**src/rtl/popcount_pkg.sv**
```systemverilog
// rtl/popcount_pkg.sv - shared defaults, FSM states and pattern bound helpers
package popcount_pkg;

  localparam int N_DEF  = 7;
  localparam int CW_DEF = 3;
  localparam int IW_DEF = 6;

  typedef enum logic {IDLE, RUN} state_t;

  // Smallest N-bit vector with k bits set: ones packed at the bottom.
  function automatic logic [N_DEF-1:0] first_pat(input logic [CW_DEF-1:0] k);
    logic [N_DEF:0] ext;
    ext = ({{N_DEF{1'b0}}, 1'b1} << k) - {{N_DEF{1'b0}}, 1'b1};
    return ext[N_DEF-1:0];
  endfunction

  // Largest N-bit vector with k bits set: ones packed at the top.
  function automatic logic [N_DEF-1:0] last_pat(input logic [CW_DEF-1:0] k);
    return first_pat(k) << (N_DEF - int'(k));
  endfunction

endpackage

```
**src/rtl/comb_next.sv**
```systemverilog
// rtl/comb_next.sv - combinational step to the next larger vector with the same ones-count
module comb_next #(
  parameter int N = 7
) (
  input  logic [N-1:0] v,
  output logic [N-1:0] v_next
);

  localparam int SW = $clog2(N + 1);
  localparam logic [N:0] ONE = {{N{1'b0}}, 1'b1};

  logic [SW-1:0] ctz;
  logic [N:0]    t;
  logic [N:0]    t_inc;
  logic [N:0]    low;

  always_comb begin
    ctz = '0;
    for (int i = N - 1; i >= 0; i--) begin
      if (v[i]) ctz = SW'(i);
    end
    // t fills the trailing zeros; t+1 moves the lowest ones-run up by one place.
    t     = {1'b0, v} | ({1'b0, v} - ONE);
    t_inc = t + ONE;
    low   = ((~t & t_inc) - ONE) >> (ctz + SW'(1));
  end

  assign v_next = t_inc[N-1:0] | low[N-1:0];

endmodule

```
**src/rtl/popcount_pattern_gen.sv**
```systemverilog
// rtl/popcount_pattern_gen.sv - enumerates all N-bit vectors with k ones over a valid/ready stream
module popcount_pattern_gen
  import popcount_pkg::*;
#(
  parameter int N  = N_DEF,
  parameter int CW = CW_DEF,
  parameter int IW = IW_DEF
) (
  input  logic          clk,
  input  logic          rst_n,
  input  logic          start,
  input  logic [CW-1:0] k,
  input  logic          abort,
  output logic          busy,
  output logic          out_valid,
  input  logic          out_ready,
  output logic [N-1:0]  pattern,
  output logic [IW-1:0] idx,
  output logic          last,
  output logic          done,
  output logic          err
);

  state_t        state_q, state_d;
  logic [CW-1:0] k_q, k_d;
  logic [N-1:0]  pattern_d, pat_next;
  logic [IW-1:0] idx_d;
  logic          last_d, busy_d, valid_d, done_d, err_d;

  comb_next #(.N(N)) u_comb_next (
    .v      (pattern),
    .v_next (pat_next)
  );

  always_comb begin
    state_d   = state_q;
    k_d       = k_q;
    pattern_d = pattern;
    idx_d     = idx;
    last_d    = last;
    busy_d    = busy;
    valid_d   = out_valid;
    done_d    = 1'b0;
    err_d     = 1'b0;
    case (state_q)
      IDLE: begin
        if (start) begin
          if (int'(k) > N) begin
            err_d = 1'b1;
          end else begin
            k_d       = k;
            pattern_d = first_pat(k);
            idx_d     = '0;
            last_d    = (k == '0) || (int'(k) == N);
            busy_d    = 1'b1;
            valid_d   = 1'b1;
            state_d   = RUN;
          end
        end
      end
      RUN: begin
        // Abort takes priority over a transfer in the same cycle.
        if (abort) begin
          busy_d  = 1'b0;
          valid_d = 1'b0;
          state_d = IDLE;
        end else if (out_ready) begin
          if (last) begin
            busy_d  = 1'b0;
            valid_d = 1'b0;
            done_d  = 1'b1;
            state_d = IDLE;
          end else begin
            pattern_d = pat_next;
            idx_d     = idx + IW'(1);
            last_d    = (pat_next == last_pat(k_q));
          end
        end
      end
      default: state_d = IDLE;
    endcase
  end

  always_ff @(posedge clk or negedge rst_n) begin
    if (!rst_n) begin
      state_q   <= IDLE;
      k_q       <= '0;
      pattern   <= '0;
      idx       <= '0;
      last      <= 1'b0;
      busy      <= 1'b0;
      out_valid <= 1'b0;
      done      <= 1'b0;
      err       <= 1'b0;
    end else begin
      state_q   <= state_d;
      k_q       <= k_d;
      pattern   <= pattern_d;
      idx       <= idx_d;
      last      <= last_d;
      busy      <= busy_d;
      out_valid <= valid_d;
      done      <= done_d;
      err       <= err_d;
    end
  end

endmodule

```
**config.mk**
```make
export PLATFORM = sky130hd
export DESIGN_NAME = popcount_pattern_gen
export DESIGN_NICKNAME = d
export VERILOG_FILES = /design/src/rtl/popcount_pkg.sv /design/src/rtl/comb_next.sv /design/src/rtl/popcount_pattern_gen.sv
export SDC_FILE = /design/constraint.sdc
export NUM_CORES = 1
export LEC_CHECK = 0
export BUFFER_PORTS_ARGS = -buffer_cell sky130_fd_sc_hd__buf_2
export CAP_MARGIN = 10
export CORE_MARGIN = 5
export CORE_UTILIZATION = 60
export CTS_CLUSTER_DIAMETER = 60
export CTS_CLUSTER_SIZE = 40
export DETAILED_ROUTE_END_ITERATION = 12
export GPL_ROUTABILITY_DRIVEN = 0
export PLACE_DENSITY = 0.82
export SETUP_SLACK_MARGIN = 0.3
export SLEW_MARGIN = 10
export SYNTH_ARGS = -nofsm -noshare
export SYNTH_HDL_FRONTEND = slang
export SYNTH_HIERARCHICAL = 1
export SYNTH_SLANG_ARGS = --single-unit
```
**constraint.sdc**
```tcl
create_clock -name clk -period 7.71 [get_ports clk]
set_input_delay 0.3855 -clock clk [delete_from_list [all_inputs] [get_ports clk]]
set_output_delay 0.3855 -clock clk [all_outputs]
set_load 0.005 [all_outputs]
```
Word level (Yosys, flattened, before mapping) --
Cells that the tools add are included. W data, S select, Z words.
Operators by class: add/subtract/negate cells 8, equal/unequal tests 8, shifts and indexed selects 4, muxes and demuxes 36, bitwise operators 5, reduce and logical (&&, ||, !) cells 6
Operators by type and width (count):
- $shl A7 B32 Y7 | 1
- $mux W7 | 4
- $mux W6 | 4
- $mux W3 | 7
- $mux W1 | 16
- $pmux W7 S2 | 1
- $shl A1 B3 Y7 const A | 2
- $sub A7 B1 Y7 const B | 2
- $pmux W6 S2 | 1
- $add A8 B1 Y8 const B | 1
- $and A8 B8 Y8 | 1
- $ne A2 B2 Y1 const B | 4
- $not A8 Y8 | 1
- $or A7 B8 Y8 | 1
- $shr A8 B3 Y7 | 1
- $sub A7 B1 Y8 const B | 1
- $sub A8 B1 Y8 const B | 1
- $eq A7 B7 Y1 | 1
- $or A7 B7 Y7 | 1
- $add A6 B1 Y6 const B | 1
- $ne A3 B3 Y1 const B | 2
- $pmux W1 S2 | 3
- $reduce_and A3 Y1 | 2
- $reduce_and A4 Y1 | 1
- 7 further kinds | 7
Word-level totals: register bits 20, input port bits 8, output and inout port bits 18

Longest topological paths before layout --
Gate-level depths: netlist of the first run.
depth after elaboration 15, mapped depth 18, gate-level depth less buffers 15

Cells and area by module --
Netlist of the first run, hierarchy kept.
By module, submodules not included:
- popcount_pattern_gen | instances 1, cells an instance 151, area an instance 1302.5 um^2, seq. area each 500.5 um^2
- comb_next | instances 1, cells an instance 102, area an instance 716.9 um^2, seq. area each 0.0 um^2

Worst setup path after synthesis of the first run --
OpenSTA, ideal clock, no wires.
path type register to register, from register pattern[2], to register last, setup time 95 ps, arrival 3448 ps, setup slack 4166 ps, stages on the path, launching flop included 16, cells stage by stage dfrtp_1 > clkbuf_8 > nor4_1 > nor2_1 > nor3_1 > ha_1 > nand4b_1 > buf_2 > a211oi_1 > a311o_1 > mux4_2 > xor2_1 > o21a_1 > nor2_1 > o221ai_1 > o31ai_1
Between the ends: word-level cells in the longest chain between the ends 12, elaborated cells on any way between the ends 17, classes of those cells 4 x add/sub; 1 x eq/ne; 1 x shift; 7 x mux; 4 x bitwise
Ends and longest elaborated chain:
- from (decl) | RTL line popcount_pattern_gen.sv:17 | output logic [N-1:0] pattern,
- from (signal assigned) | RTL line popcount_pattern_gen.sv:98 | pattern <= pattern_d;
- $sub A7 B1 Y8 | RTL line comb_next.sv:23 | t = {1'b0, v} | ({1'b0, v} - ONE);
- $or A7 B8 Y8 | RTL line comb_next.sv:23
- $add A8 B1 Y8 or $not A8 Y8 (tied branches) | RTL line comb_next.sv:24, comb_next.sv:25
- $and A8 B8 Y8 | RTL line comb_next.sv:25 | low = ((~t & t_inc) - ONE) >> (ctz + SW'(1));
- $sub A8 B1 Y8 | RTL line comb_next.sv:25
- $shr A8 B3 Y7 * | RTL line comb_next.sv:25
- $or A7 B7 Y7 * | RTL line comb_next.sv:28 | assign v_next = t_inc[N-1:0] | low[N-1:0];
- net pat_next[0] | RTL line popcount_pattern_gen.sv:26 | logic [N-1:0] pattern_d, pat_next;
- $eq A7 B7 Y1 * | RTL line popcount_pattern_gen.sv:76 | last_d = (pat_next == last_pat(k_q));
- $mux W1 * | RTL line popcount_pattern_gen.sv:68 | if (last) begin
- $mux W1 * | RTL line popcount_pattern_gen.sv:67 | end else if (out_ready) begin
- $mux W1 * | RTL line popcount_pattern_gen.sv:63 | if (abort) begin
- $pmux W1 S2 * | RTL line popcount_pattern_gen.sv:45 | case (state_q)
- to (signal assigned) | RTL line popcount_pattern_gen.sv:100 | last <= last_d;
- to (decl) | RTL line popcount_pattern_gen.sv:19 | output logic last,
Mark *: on every way through the listed nets, which the timed path passes. The rest lies on a longest branch. The select of a mux whose other input is x is not followed. A chain may end at the register's enable or synchronous reset.

Final worst setup path of the first run --
from register pattern[0], to register last
Between the ends: word-level cells in the longest chain between the ends 12, elaborated cells on any way between the ends 15, classes of those cells 4 x add/sub; 1 x eq/ne; 1 x shift; 5 x mux; 4 x bitwise
Ends and longest elaborated chain (RTL line):
- $sub A7 B1 Y8 | comb_next.sv:23
- $or A7 B8 Y8 | comb_next.sv:23
- $add A8 B1 Y8 or $not A8 Y8 (tied branches) | comb_next.sv:24, comb_next.sv:25
- $and A8 B8 Y8 | comb_next.sv:25
- $sub A8 B1 Y8 | comb_next.sv:25
- $shr A8 B3 Y7 | comb_next.sv:25
- $or A7 B7 Y7 * | comb_next.sv:28
- net pat_next[3] | popcount_pattern_gen.sv:26
- $eq A7 B7 Y1 * | popcount_pattern_gen.sv:76
- $mux W1 * | popcount_pattern_gen.sv:68
- $mux W1 * | popcount_pattern_gen.sv:67
- $mux W1 * | popcount_pattern_gen.sv:63
- $pmux W1 S2 * | popcount_pattern_gen.sv:45
Marks and branches as above.

==> results.toml, run 1 <==
[run_status]
status = "complete, but fails checks"
violations = "hold timing"

[pwr]
power.total_uw = 1029
power.leakage_uw = 0.0009376
powerDensity_mw_per_mm2 = 482.6
peakVddDrop_mv = 0.2599

[placement]
dp_cells = 306
dp_hpwl_um = 3372
dp_worst_setup_slack_ps = 3600
portBuffers = 24

[cells_and_area]
fillCellCount = 286
finalNetCount = 281
n_antenna_cell = 0
ff_latch_area_um2 = 500.5
multiInputGateArea_mm2 = 0.001349
layout.cells.non_filler = 310
drive_gt1_frac = 0.1742
area_growth_pct = 5.576

[grt]
antenna_found_initial = 0
grt_max_degree = 21
grt_pass1_vias = 1660
overflow = 0
grt_pass1_wl_um = 7948
track_usage = 0.2201

[logic_synthesis]
synth_nets = 269
synth_common_cells = "nand2_1, nor2_1, dfrtp_1, o21ai_0"
ys.flop_type = "dfrtp_1"
synth_cell_types = 69
yosysWarnings = 6
ys_ff_latch = 20
synthCells = 253
yosys-top-cells-area = "dfrtp_1, ha_1, o21ai_0, nand2_1, nor2_1"
avgSynthCellArea_um2 = 7.982
yosysMostFrequentCell = "nand2_1"
synthArstFlopShare = 1.000
synth-edff-count = 0
synth_top_area_frac = 0.2478
yosysTopAreaCell = "dfrtp_1"
synth_seq_area_share = 0.2478
syn_area_mm2 = 0.002019

[floorplan]
io_pins = 26
die_h_um = 68.02
std_cell_rows = 21
coreArea_mm2 = 0.003284
die_w_um = 68.02
dieArea_mm2 = 0.004626
start_util = 0.6149

[drt]
route.detailed.drc = 0
post_drt_wl_per_cell_um = 14.60
drt_iter0_drc = 236
ant_nets = 0
wl_um = 4526
routed_via_density = 6.106
firstDrtPassIters = 4
vias = 1893

[timing]
hold_viol_final = 12
finalSetupViolCount = 0
slew_violations = 0
fin_ws_ps = 3495
finClkSkew_ps = 9.685
fin_setup_tns_ps = 0
fin_crit_sh = 0.5467
hold_slack_ps = -3.593
worstMarginPinSlew_ps = 897.7
max_freq_mhz = 237.2
fin_crit_ps = 4215
slew_headroom = 0.4003
rsz0062_at_grt = "false"

[worst_setup_path]
cp_data_required_time_ps = 7940
end_kind = "register"
worstPathMaxFanout = 14
r2r_slack_ps = 3490
critical_path_class = "reg2reg"
crit_top_cell = "nor2_1"
worst_path_max_delay_cell = "o311ai_1"
worstPathArrival_ps = 4440
crit_chain = "nor4_1, nor2_1, ha_1, nor2_1, nand4b_1, nand3b_1, mux2i_1, nor2_1, o311ai_1, mux2_2, nor2_1, o221ai_1, o31ai_1"
cp_slowest_stage_delay_ps = 630
start_kind = "register"

[hold_path]
min_path_type = "in2async"

[clock_network]
clkSinkCount = 20
clockRootBuffer = "clkbuf_4"
hold_buffers = 0
clk_latency_ps = 310
clk_pin_slew_ps = 120
htreeDepth = 1
cts_buffers = 3
cts_resized = 0
cts_tree = "done"
cts_buffer_depth = 2
postCtsSetupBuffers = 0

[job]
max_cap_viol_count = 0
path summary, 6_finish.rpt:
kind | end | cells after the start | start
worst max-delay path | last | 13 | pattern[0]
max in group asynchronous | idx[1] | 1 | rst_n
worst max register to register | last | 13 | pattern[0]
worst min-delay path | last | 1 | rst_n
worst min register to register | idx[5] | 2 | idx[5]
min in group clk | out_valid | 3 | start
registers in the layout, summed over array words and instances (netlist names):
| name | flops |
|---|---|
| done | 1 |
| idx | 6 |
| k_q | 3 |
| last | 1 |
| out_valid | 1 |
| pattern | 7 |
| state_q | 1 |
metrics by stage:
step | util | cell area [um2]
2_1_floorplan | - | 2019
3_3_place_gp | 0.6331 | 2079
3_5_place_dp | 0.6331 | 2079
4_1_cts | 0.6491 | 2132
5_1_grt | 0.6491 | 2132
6_report | 0.6491 | 2132
where the power goes:
group / total [uW] / switching, uW / internal (uW)
combinational: 741 / 441 / 300
sequential: 202 / 70.4 / 132
clock: 85.8 / 33.2 / 52.6
total: 1030 / 545 / 484
critical path, delay by kind of cell (launching register included):
| kind | cells | cell delay, ps |
|---|---|---|
| adder cells (fa/ha/maj) | 1 | 290 |
| AO/OA/AOI/OAI | 3 | 980 |
| flip-flops | 1 | 550 |
| AND/OR/NAND/NOR | 7 | 1710 |
| multiplexers | 2 | 600 |
cell families after synthesis:
| family | share of synthesized area |
|---|---|
| AND/OR/NAND/NOR | 0.2509 |
| AO/OA/AOI/OAI | 0.2559 |
| buffers and inverters | 0.08426 |
| flip-flops | 0.2478 |
| multiplexers | 0.06258 |
| XOR/XNOR | 0.04709 |
| adder cells (fa/ha/maj) | 0.04957 |
| other | 0.001857 |
area by class of cell:
type / instances / area share
clock buffer: 3 / 0.01056
tap: 46 / 0.02700
inverter: 14 / 0.02465
multi-input combinational: 202 / 0.6326
clock inverter: 1 / 0.01408
timing repair buffer: 24 / 0.05634
sequential: 20 / 0.2347
layer usage:
layer,part of all wire,track usage,vias to the layer above
met2,0.45,0.3357,66
met3,0.071,0.04105,8
li1,-,-,952
met5,0,0,-
met1,0.47,0.3246,867
met4,0.0088,0.03970,0
placed cells by master, fill, tap and decap left out, types with 3 or more instances in the layout:
master and n:
nand4_1 4, dfrtp_1 20, nor2_1 22, a21oi_1 14, o31ai_1 3, nor3_1 5
clkbuf_4 3, ha_1 8, nand2_1 25, mux2_2 3, o211ai_1 7, buf_2 24
mux2i_1 7, inv_1 12, nor2b_1 4, nand3_1 14, xor2_1 7, a31oi_1 3
o21ai_0 19
Note: power is estimated with default switching activity, not from simulation.
==> run 2, diff against run 1 <==
--- a/config.mk
+++ b/config.mk
@@ -8,12 +8,12 @@
 export BUFFER_PORTS_ARGS = -buffer_cell sky130_fd_sc_hd__buf_2
 export CAP_MARGIN = 10
 export CORE_MARGIN = 5
-export CORE_UTILIZATION = 60
+export CORE_UTILIZATION = 58
 export CTS_CLUSTER_DIAMETER = 60
 export CTS_CLUSTER_SIZE = 40
 export DETAILED_ROUTE_END_ITERATION = 12
 export GPL_ROUTABILITY_DRIVEN = 0
-export PLACE_DENSITY = 0.82
+export PLACE_DENSITY = 0.8
 export SETUP_SLACK_MARGIN = 0.3
 export SLEW_MARGIN = 10
 export SYNTH_ARGS = -nofsm -noshare
==> constraint.sdc (replaced) <==
create_clock -name clk -period 4.2 [get_ports clk]
set_input_delay 0.21 -clock clk [delete_from_list [all_inputs] [get_ports clk]]
set_output_delay 0.21 -clock clk [all_outputs]
set_load 0.005 [all_outputs]
==> run 2 against run 1 <==
  * The flow now finishes without violations
  * Maximum frequency grew 15%
  * Total power grew 97%
  * Sequential share of layout area shrank 0.97 points
  * Wire length grew 3.3%
  * Non-clock buffer count grew 9
  * Sequential power grew 72%
  * Clock skew grew 3.1 ps
  * Sequential cell count is the same
  * Largest cell class unchanged
  * Highest routed layer unchanged
==> results.toml, run 2 (same netlist as run 1, synthesis figures left out) <==
[run_status]
status = "finished, final reports clean"

[pwr]
switching_share = 0.5143
switchingPower_uw = 1042
seqPwrFrac = 0.172
powerDensity_mw_per_mm2 = 908.7
peakVddDrop_mv = 0.5136
internal_power_uw = 984.1
pwr-share-clk = 0.078
power.leakage_uw = 0.0009798
pwr-share-comb = 0.750

[floorplan]
start_util = 0.6004
dieArea_mm2 = 0.004762
std_cell_rows = 21
io_pins = 26
die_h_um = 69.01
die_w_um = 69.01
coreArea_mm2 = 0.003363

[drt]
routed_via_density = 6.094
post_drt_wl_per_cell_um = 14.65
drt_iter0_drc = 260
ant_nets = 0
vias = 1944
firstDrtPassIters = 4
wl_um = 4674
route.detailed.drc = 0

[timing]
worstMarginPinSlew_ps = 687.7
max_freq_mhz = 273.9
fin_crit_sh = 0.8693
slew_violations = 0
finClkSkew_ps = 12.78
fin_crit_ps = 3651
fin_setup_tns_ps = 0
finalSetupViolCount = 0
rsz0062_at_grt = "false"
slew_headroom = 0.5398
hold_viol_final = 0
fin_ws_ps = 548.8

[worst_setup_path]
cp_slowest_stage_delay_ps = 530
end_kind = "register"
worst_path_max_delay_cell = "mux4_2"
start_kind = "register"
crit_chain = "buf_4, nand2b_1, nand2_2, nor2_1, ha_1, nor2_2, nand4b_1, buf_4, a311o_1, mux4_2, xor2_1, o21a_1, nor2_1, o221ai_1, o31ai_1"
worstPathArrival_ps = 3860
critical_path_class = "reg2reg"
worstPathMaxFanout = 11
cp_data_required_time_ps = 4410

[placement]
dp_worst_setup_slack_ps = 209.2
dp_cells = 312
portBuffers = 24
dpl_cell_area_mm2 = 0.002125
dp_hpwl_um = 3474

[clock_network]
cts_tree = "done"
clockRootBuffer = "clkbuf_4"
clk_pin_slew_ps = 120
cts_buffer_depth = 2
htreeDepth = 1
clk_latency_ps = 310
clkSinkCount = 20
cts_buffers = 3

[cells_and_area]
layout_common_cells = "nand2_1, buf_2, nor2_1"
regMostFlops = "pattern"
reg_top3 = "pattern: 7 flops, idx: 6 flops, k_q: 3 flops"
n_antenna_cell = 0
largest_reg_flops = 7
drive_gt1_frac = 0.2198
design_area_mm2 = 0.002230
area_growth_pct = 10.41
finalNetCount = 290
layout.cells.non_filler = 319

[hold_path]
min_path_type = "in2reg"

[grt]
overflow = 0
grt_pass1_vias = 1681
grt_pass1_wl_um = 7886
antenna_found_initial = 0
grt_max_degree = 21
track_usage = 0.1924

[job]
max_cap_viol_count = 0
==> run 2: layout make-up <==
type | instances | area [um2]
flip-flops and latches | 20 | 501.7
inverters | 14 | 52.55
fillers | 306 | 1134
multi-input cells | 202 | 1375
repair buffers | 33 | 190.2
clock buffers | 3 | 22.52
clock inverters | 1 | 30.03
well taps | 46 | 57.56
==> run 2: what timing repair did <==
| action | CTS | global route |
|---|---|---|
| hold buffers | 1 | 0 |
| hold endpoints to repair | 20 | 0 |
| resized for setup | 1 | 7 |
| setup endpoints to repair | 1 | 1 |
| pin swaps | 0 | 1 |
| buffers inserted | 0 | 2 |
==> run 2: critical path: cells and delay by family, from the launching register on <==
| kind | cells | cell delay [ps] |
|---|---|---|
| compound gates | 4 | 930 |
| simple gates | 6 | 860 |
| buf+inv | 2 | 370 |
| xor+xnor | 1 | 190 |
| mux | 1 | 530 |
| fa+ha+maj | 1 | 240 |
| flops | 1 | 430 |
==> run 2: final timing paths <==
| kind | from | endpoint | slack (ps) | cells after the start |
|---|---|---|---|---|
| max in group asynchronous | rst_n | pattern[1] | 3490 | 2 |
| min | k[1] | k_q[1] | 230 | 3 |
| min in group asynchronous | rst_n | pattern[6] | 380 | 2 |
| min reg2reg | idx[5] | idx[5] | 560 | 2 |
| max | pattern[2] | last | 550 | 15 |
| max reg2reg | pattern[2] | last | 550 | 15 |
==> run 2: stage by stage <==
stage	hold slack (ps)	utilization	power, uW
floorplan	-85.59	-	1454
global placement	180.1	0.6317	1760
detailed placement	181.2	0.6317	1773
CTS	190.2	0.6522	1943
global route	241.7	0.6629	2211
finish	227.5	0.6629	2026
==> run 2: power groups by stage <==
stage	registers, uW	logic (uW)	clock network (uW)
final	348	1520	159
after floorplan	313	1140	0
after detailed placement	338	1430	0
after CTS	337	1450	159
after global routing	360	1680	170
after global placement	335	1420	0
==> run 2: metal layers <==
layer | part of all wire | vias up | GRT usage
met5 | 0 | - | 0
met4 | 0.0068 | 0 | 0.03037
met3 | 0.055 | 4 | 0.04506
met2 | 0.46 | 62 | 0.2956
met1 | 0.47 | 910 | 0.2784
li1 | - | 968 | -
